[config.mk]
export PLATFORM = sky130hd
export DESIGN_NAME = dma_channel_arbiter
export DESIGN_NICKNAME = d
export VERILOG_FILES = /design/src/rtl/dma_pkg.sv /design/src/rtl/dma_prio_encoder.sv /design/src/rtl/dma_channel_arbiter.sv
export SDC_FILE = /design/constraint.sdc
export NUM_CORES = 1
export LEC_CHECK = 0
export BUFFER_PORTS_ARGS = -buffer_cell sky130_fd_sc_hd__buf_2
export CAP_MARGIN = 25
export CORE_ASPECT_RATIO = 1.5
export CORE_UTILIZATION = 45
export DETAILED_ROUTE_END_ITERATION = 7
export HOLD_SLACK_MARGIN = 0.02
export PLACE_DENSITY = 0.74
export SYNTH_ARGS = -nofsm -noshare
export SYNTH_HDL_FRONTEND = slang
export SYNTH_SLANG_ARGS = --single-unit
[constraint.sdc]
create_clock -name clk -period 5.2 [get_ports clk]
set_input_delay 1.3 -clock clk [delete_from_list [all_inputs] [get_ports clk]]
set_output_delay 1.3 -clock clk [all_outputs]
set_load 0.01 [all_outputs]
[src/rtl/dma_pkg.sv]
// Shared types and sizing for the DMA channel arbiter.
package dma_pkg;
  localparam int NUM_CH = 4;
  localparam int CH_W   = 2;

  typedef enum logic [1:0] {
    ST_IDLE    = 2'd0,
    ST_REQ     = 2'd1,
    ST_GRANT   = 2'd2,
    ST_RELEASE = 2'd3
  } state_t;
endpackage

[src/rtl/dma_prio_encoder.sv]
// Fixed or rotating priority pick over the effective request vector.
module dma_prio_encoder
  import dma_pkg::*;
(
  input  logic [NUM_CH-1:0] r,
  input  logic [CH_W-1:0]   last,
  input  logic              rotate,
  output logic [CH_W-1:0]   winner,
  output logic              any
);

  logic [CH_W-1:0] w_base;
  logic [CH_W-1:0] w_idx;
  logic            w_found;

  // Scan starts at the channel after the last one served; index wraps mod NUM_CH.
  always_comb begin
    w_base  = rotate ? (last + CH_W'(1)) : '0;
    winner  = '0;
    w_found = 1'b0;
    w_idx   = '0;
    for (int i = 0; i < NUM_CH; i++) begin
      w_idx = w_base + CH_W'(i);
      if (!w_found && r[w_idx]) begin
        winner  = w_idx;
        w_found = 1'b1;
      end
    end
  end

  assign any = |r;

endmodule

[src/rtl/dma_channel_arbiter.sv]
// Four-channel DMA arbiter: picks a requester, negotiates the bus with the CPU
// via hrq/hlda, and holds the grant until the transfer sequencer finishes.
module dma_channel_arbiter
  import dma_pkg::*;
(
  input  logic              clk,
  input  logic              reset,
  input  logic [NUM_CH-1:0] dreq,
  input  logic [NUM_CH-1:0] mask,
  input  logic [NUM_CH-1:0] sw_req,
  input  logic              dreq_low,
  input  logic              dack_high,
  input  logic              prio_rotate,
  input  logic              block_mode,
  input  logic              hlda,
  input  logic              xfer_done,
  input  logic              eop,
  output logic              hrq,
  output logic              grant_valid,
  output logic [CH_W-1:0]   grant_ch,
  output logic [NUM_CH-1:0] dack,
  output logic [NUM_CH-1:0] sw_req_clr,
  output logic              abort
);

  state_t              r_state;
  state_t              w_state_nxt;
  logic [CH_W-1:0]     r_ch;
  logic [CH_W-1:0]     w_ch_nxt;
  logic [CH_W-1:0]     r_last;
  logic [CH_W-1:0]     w_last_nxt;
  logic [NUM_CH-1:0]   r_sw_clr;
  logic [NUM_CH-1:0]   w_sw_clr_nxt;
  logic                r_abort;
  logic                w_abort_nxt;
  logic [NUM_CH-1:0]   w_req;
  logic [CH_W-1:0]     w_winner;
  logic                w_any;

  // Software requests bypass both the mask and the DREQ polarity.
  assign w_req = ((dreq ^ {NUM_CH{dreq_low}}) & ~mask) | sw_req;

  dma_prio_encoder u_prio (
    .r      (w_req),
    .last   (r_last),
    .rotate (prio_rotate),
    .winner (w_winner),
    .any    (w_any)
  );

  always_ff @(posedge clk) begin
    if (reset) begin
      r_state  <= ST_IDLE;
      r_ch     <= '0;
      r_last   <= CH_W'(NUM_CH - 1);
      r_sw_clr <= '0;
      r_abort  <= 1'b0;
    end else begin
      r_state  <= w_state_nxt;
      r_ch     <= w_ch_nxt;
      r_last   <= w_last_nxt;
      r_sw_clr <= w_sw_clr_nxt;
      r_abort  <= w_abort_nxt;
    end
  end

  always_comb begin
    w_state_nxt  = r_state;
    w_ch_nxt     = r_ch;
    w_last_nxt   = r_last;
    w_sw_clr_nxt = '0;
    w_abort_nxt  = 1'b0;
    case (r_state)
      ST_IDLE: begin
        if (w_any) begin
          w_ch_nxt    = w_winner;
          w_state_nxt = ST_REQ;
        end
      end
      ST_REQ: begin
        if (hlda)
          w_state_nxt = ST_GRANT;
        else if (!w_req[r_ch])
          w_state_nxt = ST_IDLE;
      end
      // The granted channel is locked in; request changes here are ignored.
      ST_GRANT: begin
        if (xfer_done) begin
          if (eop && sw_req[r_ch])
            w_sw_clr_nxt[r_ch] = 1'b1;
          if (!(block_mode && !eop && w_req[r_ch])) begin
            w_state_nxt = ST_RELEASE;
            w_last_nxt  = r_ch;
          end
        end else if (!hlda) begin
          w_abort_nxt = 1'b1;
          w_last_nxt  = r_ch;
          w_state_nxt = ST_IDLE;
        end
      end
      ST_RELEASE: begin
        if (!hlda)
          w_state_nxt = ST_IDLE;
      end
      default: w_state_nxt = ST_IDLE;
    endcase
  end

  assign hrq         = (r_state == ST_REQ) || (r_state == ST_GRANT);
  assign grant_valid = (r_state == ST_GRANT);
  assign grant_ch    = r_ch;
  assign sw_req_clr  = r_sw_clr;
  assign abort       = r_abort;

  always_comb begin
    dack = {NUM_CH{~dack_high}};
    for (int i = 0; i < NUM_CH; i++) begin
      if (grant_valid && (r_ch == CH_W'(i)))
        dack[i] = dack_high;
    end
  end

endmodule

### Word level (Yosys, flattened, before mapping)

Index checks and enable logic that the tools add are counted.
Widths: inputs -> output; s select.

| operators by class | value |
|---|---|
| eq/ne operators | 11 |
| muxes and demuxes | 37 |
| $lt $le $gt $ge | 6 |
| reduce and logical (&&, ||, !) cells | 24 |
| add/subtract/negate cells | 4 |
| bitwise gates (word level) | 8 |

Operators with widths:

| kind | number |
|---|---|
| $mux 2 | 14 |
| $lt 2x3->1 const B | 5 |
| $mux 1 | 15 |
| $bmux 1 s2 | 6 |
| $logic_and 1x1->1 | 11 |
| $eq 2x2->1 const B | 4 |
| $pmux 2 s4 | 1 |
| $reduce_or 4->1 | 2 |
| $ne 3x3->1 const B | 2 |
| $reduce_and 3->1 | 2 |
| $add 2x1->2 const B | 2 |
| $add 2x2->2 const B | 2 |
| $and 4x4->4 | 1 |
| $eq 2x1->1 const B | 2 |
| $logic_not 1->1 | 4 |
| $logic_not 2->1 | 2 |
| $ne 2x1->1 const B | 2 |
| $not 1->1 | 4 |
| $not 4->4 | 1 |
| $or 4x4->4 | 1 |
| $xor 4x4->4 | 1 |
| $reduce_or 3->1 | 1 |
| $demux 1 s2 | 1 |
| $ge 2x1->1 const B | 1 |
| other kinds (3) | 3 |

| word-level totals | value |
|---|---|
| register bits after elaboration | 11 |
| output and inout bits | 13 |
| input bits | 21 |

### Logic depth before layout (Yosys ltp)

| depth | value |
|---|---|
| depth in word-level cells | 15 |
| depth in mapped cells | 9 |
| depth with buffers taken out | 8 |

### Modules after synthesis

A second synthesis with hierarchy kept.

| unflattened totals | value |
|---|---|
| cells, all modules | 139 |
| area, all modules | 1128.6 um2 |

Modules (own cells, without submodules):

| module | times used | area an instance (um2) | cells an instance |
|---|---|---|---|
| dma_channel_arbiter | 1 | 799.5 | 89 |
| dma_prio_encoder | 1 | 329.1 | 50 |

### Least setup slack after synthesis

Ideal clock, no wire load.

| timing path | value |
|---|---|
| path kind | input-to-reg |
| from | in dreq_low |
| to | reg r_last[1] |
| cell stages on the path | 7 |
| required time | 5080 ps |
| buffers on the path | 1 |
| arrival | 2732 ps |
| slack | 2349 ps |
| path through | buf_6 xnor2_2 o21bai_2 mux4_2 a31oi_4 nor2_1 a211o_1 |

| on the way | value |
|---|---|
| longest elaborated chain between the ends | 8 |

Ends and longest elaborated chain:

| item | RTL line | RTL |
|---|---|---|
| start: declaration | dma_channel_arbiter.sv:11 | `input logic dreq_low,` |
| $xor 4x4->4 | dma_channel_arbiter.sv:41 | `assign w_req = ((dreq ^ {NUM_CH{dreq_low}}) & ~mask) \| sw_req;` |
| $and 4x4->4 | dma_channel_arbiter.sv:41 |  |
| $or 4x4->4 | dma_channel_arbiter.sv:41 |  |
| $bmux 1 s2 | dma_channel_arbiter.sv:91 | `if (!(block_mode && !eop && w_req[r_ch])) begin` |
| $mux 1 (implied by the code) | dma_channel_arbiter.sv:91 |  |
| $logic_and 1x1->1 | dma_channel_arbiter.sv:91 |  |
| $ne 2x2->1 (no source line) | -- |  |
| $reduce_and 3->1 (no source line) | -- |  |
| end signal: assignment | dma_channel_arbiter.sv:55 | `r_last <= CH_W'(NUM_CH - 1);` |
| end signal: assignment | dma_channel_arbiter.sv:61 | `r_last <= w_last_nxt;` |
| end: declaration | dma_channel_arbiter.sv:30 | `logic [CH_W-1:0] r_last;` |

No other way between the ends. The select of a mux whose other input is x is not followed.
A chain may end at the register's enable or synchronous reset.

### Worst setup path in the final report

| timing path | value |
|---|---|
| from | in dack_high |
| to | out dack[2] |

| on the way | value |
|---|---|
| longest elaborated chain between the ends | 2 |

Ends and longest elaborated chain:

| item | RTL line | RTL |
|---|---|---|
| start: declaration | dma_channel_arbiter.sv:12 | `input logic dack_high,` |
| $not 1->1 | dma_channel_arbiter.sv:116 | `dack = {NUM_CH{~dack_high}};` |
| $mux 1 * | dma_channel_arbiter.sv:118 | `if (grant_valid && (r_ch == CH_W'(i)))` |
| end: declaration | dma_channel_arbiter.sv:21 | `output logic [NUM_CH-1:0] dack,` |

Mark *: on every way between the ends. The rest lies on a longest branch, timed or not.

==> results_tabular.tex <==
\begin{tabular}{lr}
\hline
Metric & Value \\
\hline
\multicolumn{2}{l}{\textbf{Status}} \\
\quad Run status & finished clean \\
\multicolumn{2}{l}{\textbf{Route}} \\
\quad ANT nets after route & 0 \\
\quad Number of search-and-repair iterations in the first detailed-routing pass & 4 \\
\quad Mean routed wirelength per cell & 13.30 microns \\
\quad Iter 0 DRT Violations & 23 \\
\quad Post-detailed-routing wire length & 2208 microns \\
\quad Via count normalized by instance count & 5.922 \\
\quad Number of vias after detailed routing & 983 \\
\quad Total DRC errors in the routed layout & 0 \\
\multicolumn{2}{l}{\textbf{Finish}} \\
\quad Post-layout instance count excluding filler cells & 166 \\
\quad Synthesis-to-layout area growth & 20.48\% \\
\quad Layout cell share with drive strength beyond 1 & 32.41\% \\
\quad Final core utilization & 59.21\% \\
\quad Number of inserted diodes & 0 \\
\quad Number of nets in the layout & 171 \\
\multicolumn{2}{l}{\textbf{Yosys}} \\
\quad Count leader, synth & nor2\_1 \\
\quad Post-Synth Adder-Cell Area & 5.355\% \\
\quad Async SR Flop Fraction & 0\% \\
\quad Compound-gate portion of the synthesized area & 29.32\% \\
\quad Synth Area in XOR/XNOR & 9.906\% \\
\quad Post-synthesis sequential element count & 11 \\
\quad Synth top area cells & dfxtp\_1 24\%, nor2\_1 5.6\%, ha\_1 5.4\% \\
\quad Fraction of post-synthesis cell area in the top cell type by area & 23.56\% \\
\quad Leading cell types by count after synthesis & 14 x nor2\_1, 11 x dfxtp\_1, 9 x nand2\_1 \\
\quad Multiplexer area fraction after synthesis & 4.552\% \\
\quad Share of synthesized cell area in and, or, nand and nor gates & 22.09\% \\
\quad Distinct cell type count after synthesis & 40 \\
\quad Number of warnings issued by yosys & 0 \\
\quad Combinational family with the most area after synthesis & compound AO/OA/AOI/OAI gates \\
\quad Syn\_nets & 138 \\
\quad Post-synth top flop & dfxtp\_1 \\
\quad Netlist Area Pre-Place & 934.6 sq um \\
\quad Sequential share of the synthesized area & 23.56\% \\
\quad Synthesized area divided by synthesized cell count & 8.271 sq um \\
\quad Number of synthesized flops with an enable pin & 0 \\
\quad Cell taking the most area after synthesis & dfxtp\_1 \\
\quad Cells after Synth & 113 \\
\multicolumn{2}{l}{\textbf{Clock network}} \\
\quad \# hold bufs at CTS & 0 \\
\quad CTS Root Cell & clkbuf\_4 \\
\quad Total clock buffers created by CTS & 3 \\
\quad Insertion delay to the later sink of the worst-skew pair & 280 ps \\
\quad Clock tree from TritonCTS & built \\
\quad Clock transition at the registers of the reported paths & 70 ps \\
\quad Total of cells resized after clock tree synthesis & 0 \\
\quad Count of H-tree levels built during CTS & 1 \\
\quad Sink count of the clock tree & 11 \\
\quad Number of buffers inserted by post-CTS setup repair & 0 \\
\quad Maximum number of buffers from clock root to sink & 2 \\
\multicolumn{2}{l}{\textbf{Critical path}} \\
\quad Setup Crit Path Kind & in2out \\
\quad Maximum fanout count along the critical path & 4 \\
\quad Category of the worst setup path launch point & input pin \\
\quad CP arrival & 1790 ps \\
\quad Endpoint required time on the critical path & 3900 ps \\
\quad Worst setup EP type & primary output \\
\multicolumn{2}{l}{\textbf{Timing}} \\
\quad Slew Viols, Final & 0 \\
\quad Summed negative setup slack over all endpoints & 0 ps \\
\quad Unrepaired setup endpoints after global routing & false \\
\quad Final critical-path share of the clock period & 59.48\% \\
\quad Number of failing hold endpoints at the final stage & 0 \\
\quad Final min period & 3093 ps \\
\quad Highest Clock Rate & 0.3233 GHz \\
\quad Setup violators final & 0 \\
\quad Clk\_skew & 1.804 ps \\
\quad Actual transition at the worst max-transition pin & 434.3 ps \\
\quad Rel. slew slack & 70.78\% \\
\multicolumn{2}{l}{\textbf{Pwr}} \\
\quad Max IR drop VDD & 0.1265 mV \\
\quad Sequential share of power & 41.3\% \\
\quad Logic gate share of total power & 32.3\% \\
\quad Internal Pwr Total & 0.0001516 W \\
\quad Post-layout power & 0.0002292 W \\
\quad Total net switching power & 0.00007763 W \\
\quad Share of total power in the clock network & 26.4\% \\
\quad Power density over the cells & 203.5 nW/um\^{}2 \\
\quad Switching part of the total power & 33.87\% \\
\quad Leakage power & 0.4957 nW \\
\multicolumn{2}{l}{\textbf{Global routing}} \\
\quad Pin count of the biggest net entering global routing & 11 \\
\quad Aggregate global-route resource usage & 22.46\% \\
\quad Number of global-route vias before repair & 876 \\
\quad Total gr overflow & 0 \\
\quad Number of antenna violations at the first check in global routing & 0 \\
\quad Global-route wire length before repair & 3567 microns \\
\multicolumn{2}{l}{\textbf{Floorplanning}} \\
\quad Rows & 19 \\
\quad Width of the chip & 39.21 microns \\
\quad Area enclosed by the die boundary & 2267 sq um \\
\quad Top-level port count & 34 \\
\quad Effective utilization at floorplan & 49.14\% \\
\quad Placeable Area & 1902 sq um \\
\quad Die height & 57.82 microns \\
\multicolumn{2}{l}{\textbf{Place}} \\
\quad Routability Congestion & 0.7800 \\
\quad Count of input and output buffers & 33 \\
\quad Estimated wirelength of the detail-placed design & 1750 microns \\
\quad Cell count after placement & 162 \\
\multicolumn{2}{l}{\textbf{Hold path}} \\
\quad HP Class & reg2reg \\
\multicolumn{2}{l}{\textbf{Flow run}} \\
\quad Number of max-cap violations & 0 \\
\hline
\end{tabular}
==> final timing paths <==
| kind | to | cells past startpoint | from | slack [ps] |
|---|---|---|---|---|
| setup / recovery | dack[2] | 3 | dack_high | 2110 |
| hold / removal | r_state[1] | 2 | r_state[1] | 570 |
| setup reg to reg | r_last[1] | 5 | grant_ch[1] | 3460 |
| hold reg to reg | r_state[1] | 2 | r_state[1] | 570 |
==> cells in the final DEF (no fill, tap or decap), types with 3 or more instances in the layout <==
cell and n:
o21bai_2 3, ha_1 4, o22ai_1 3, xnor2_2 3, clkbuf_4 3, nor2_1 14, xor2_1 3, dfxtp_1 11
o21ai_0 4, nor2b_1 5, buf_2 33, a21oi_1 7, inv_1 6, nand2_1 9
==> flip-flops by register name (all words and copies together) (netlist names) <==
name	flops
abort	1
grant_ch	2
r_last	2
r_state	2
sw_req_clr	4
==> through the flow <==
stage / hold WS [ps] / worst slack [ps] / cell area (sq um)
final: 567.7 / 2107 / 1126
after global routing: 601.4 / 2105 / 1126
after CTS: 572.6 / 2126 / 1126
after detailed placement: 561.1 / 2130 / 1100
after global placement: 542.8 / 2182 / 1100
after floorplan: 513.6 / 2349 / 934.6
==> metal layers <==
layer | share of wire (%) | global-route usage [%] | vias up
met1 | 38 | 22.87 | 460
met5 | 0 | 0 | -
met3 | 4.7 | 3.448 | 5
met4 | 2.6 | 13.30 | 0
met2 | 54 | 40.24 | 41
li1 | - | - | 477
==> worst max-delay path, stage by stage <==
cell	delay, ps
buf_2	140
xnor2_1	190
buf_2	160
==> kinds of logic after synthesis <==
group,after synthesis
buf+inv,11
xor+xnor,8
compound gates,35
fa+ha+maj,4
flops,11
mux,3
simple gates,41
==> cell type report <==
cell class	count	area [sq um]
Timing Repair Buffer	33	165.2
Multi-Input combinational cell	91	665.6
Fill cell	184	775.7
Tap cell	21	26.28
Sequential cell	11	220.2
Clock buffer	4	26.28
Inverter	6	22.52
==> power by group through the flow <==
stage / registers [W] / logic (W) / clock network, W
3_3_place_gp: 0.0000966 / 0.0000719 / 0
6_report: 0.0000947 / 0.0000740 / 0.0000604
2_1_floorplan: 0.0000946 / 0.0000520 / 0
5_1_grt: 0.0000956 / 0.0000813 / 0.0000664
4_1_cts: 0.0000947 / 0.0000743 / 0.0000608
3_5_place_dp: 0.0000966 / 0.0000740 / 0
Power figures use the tool's default switching activity.
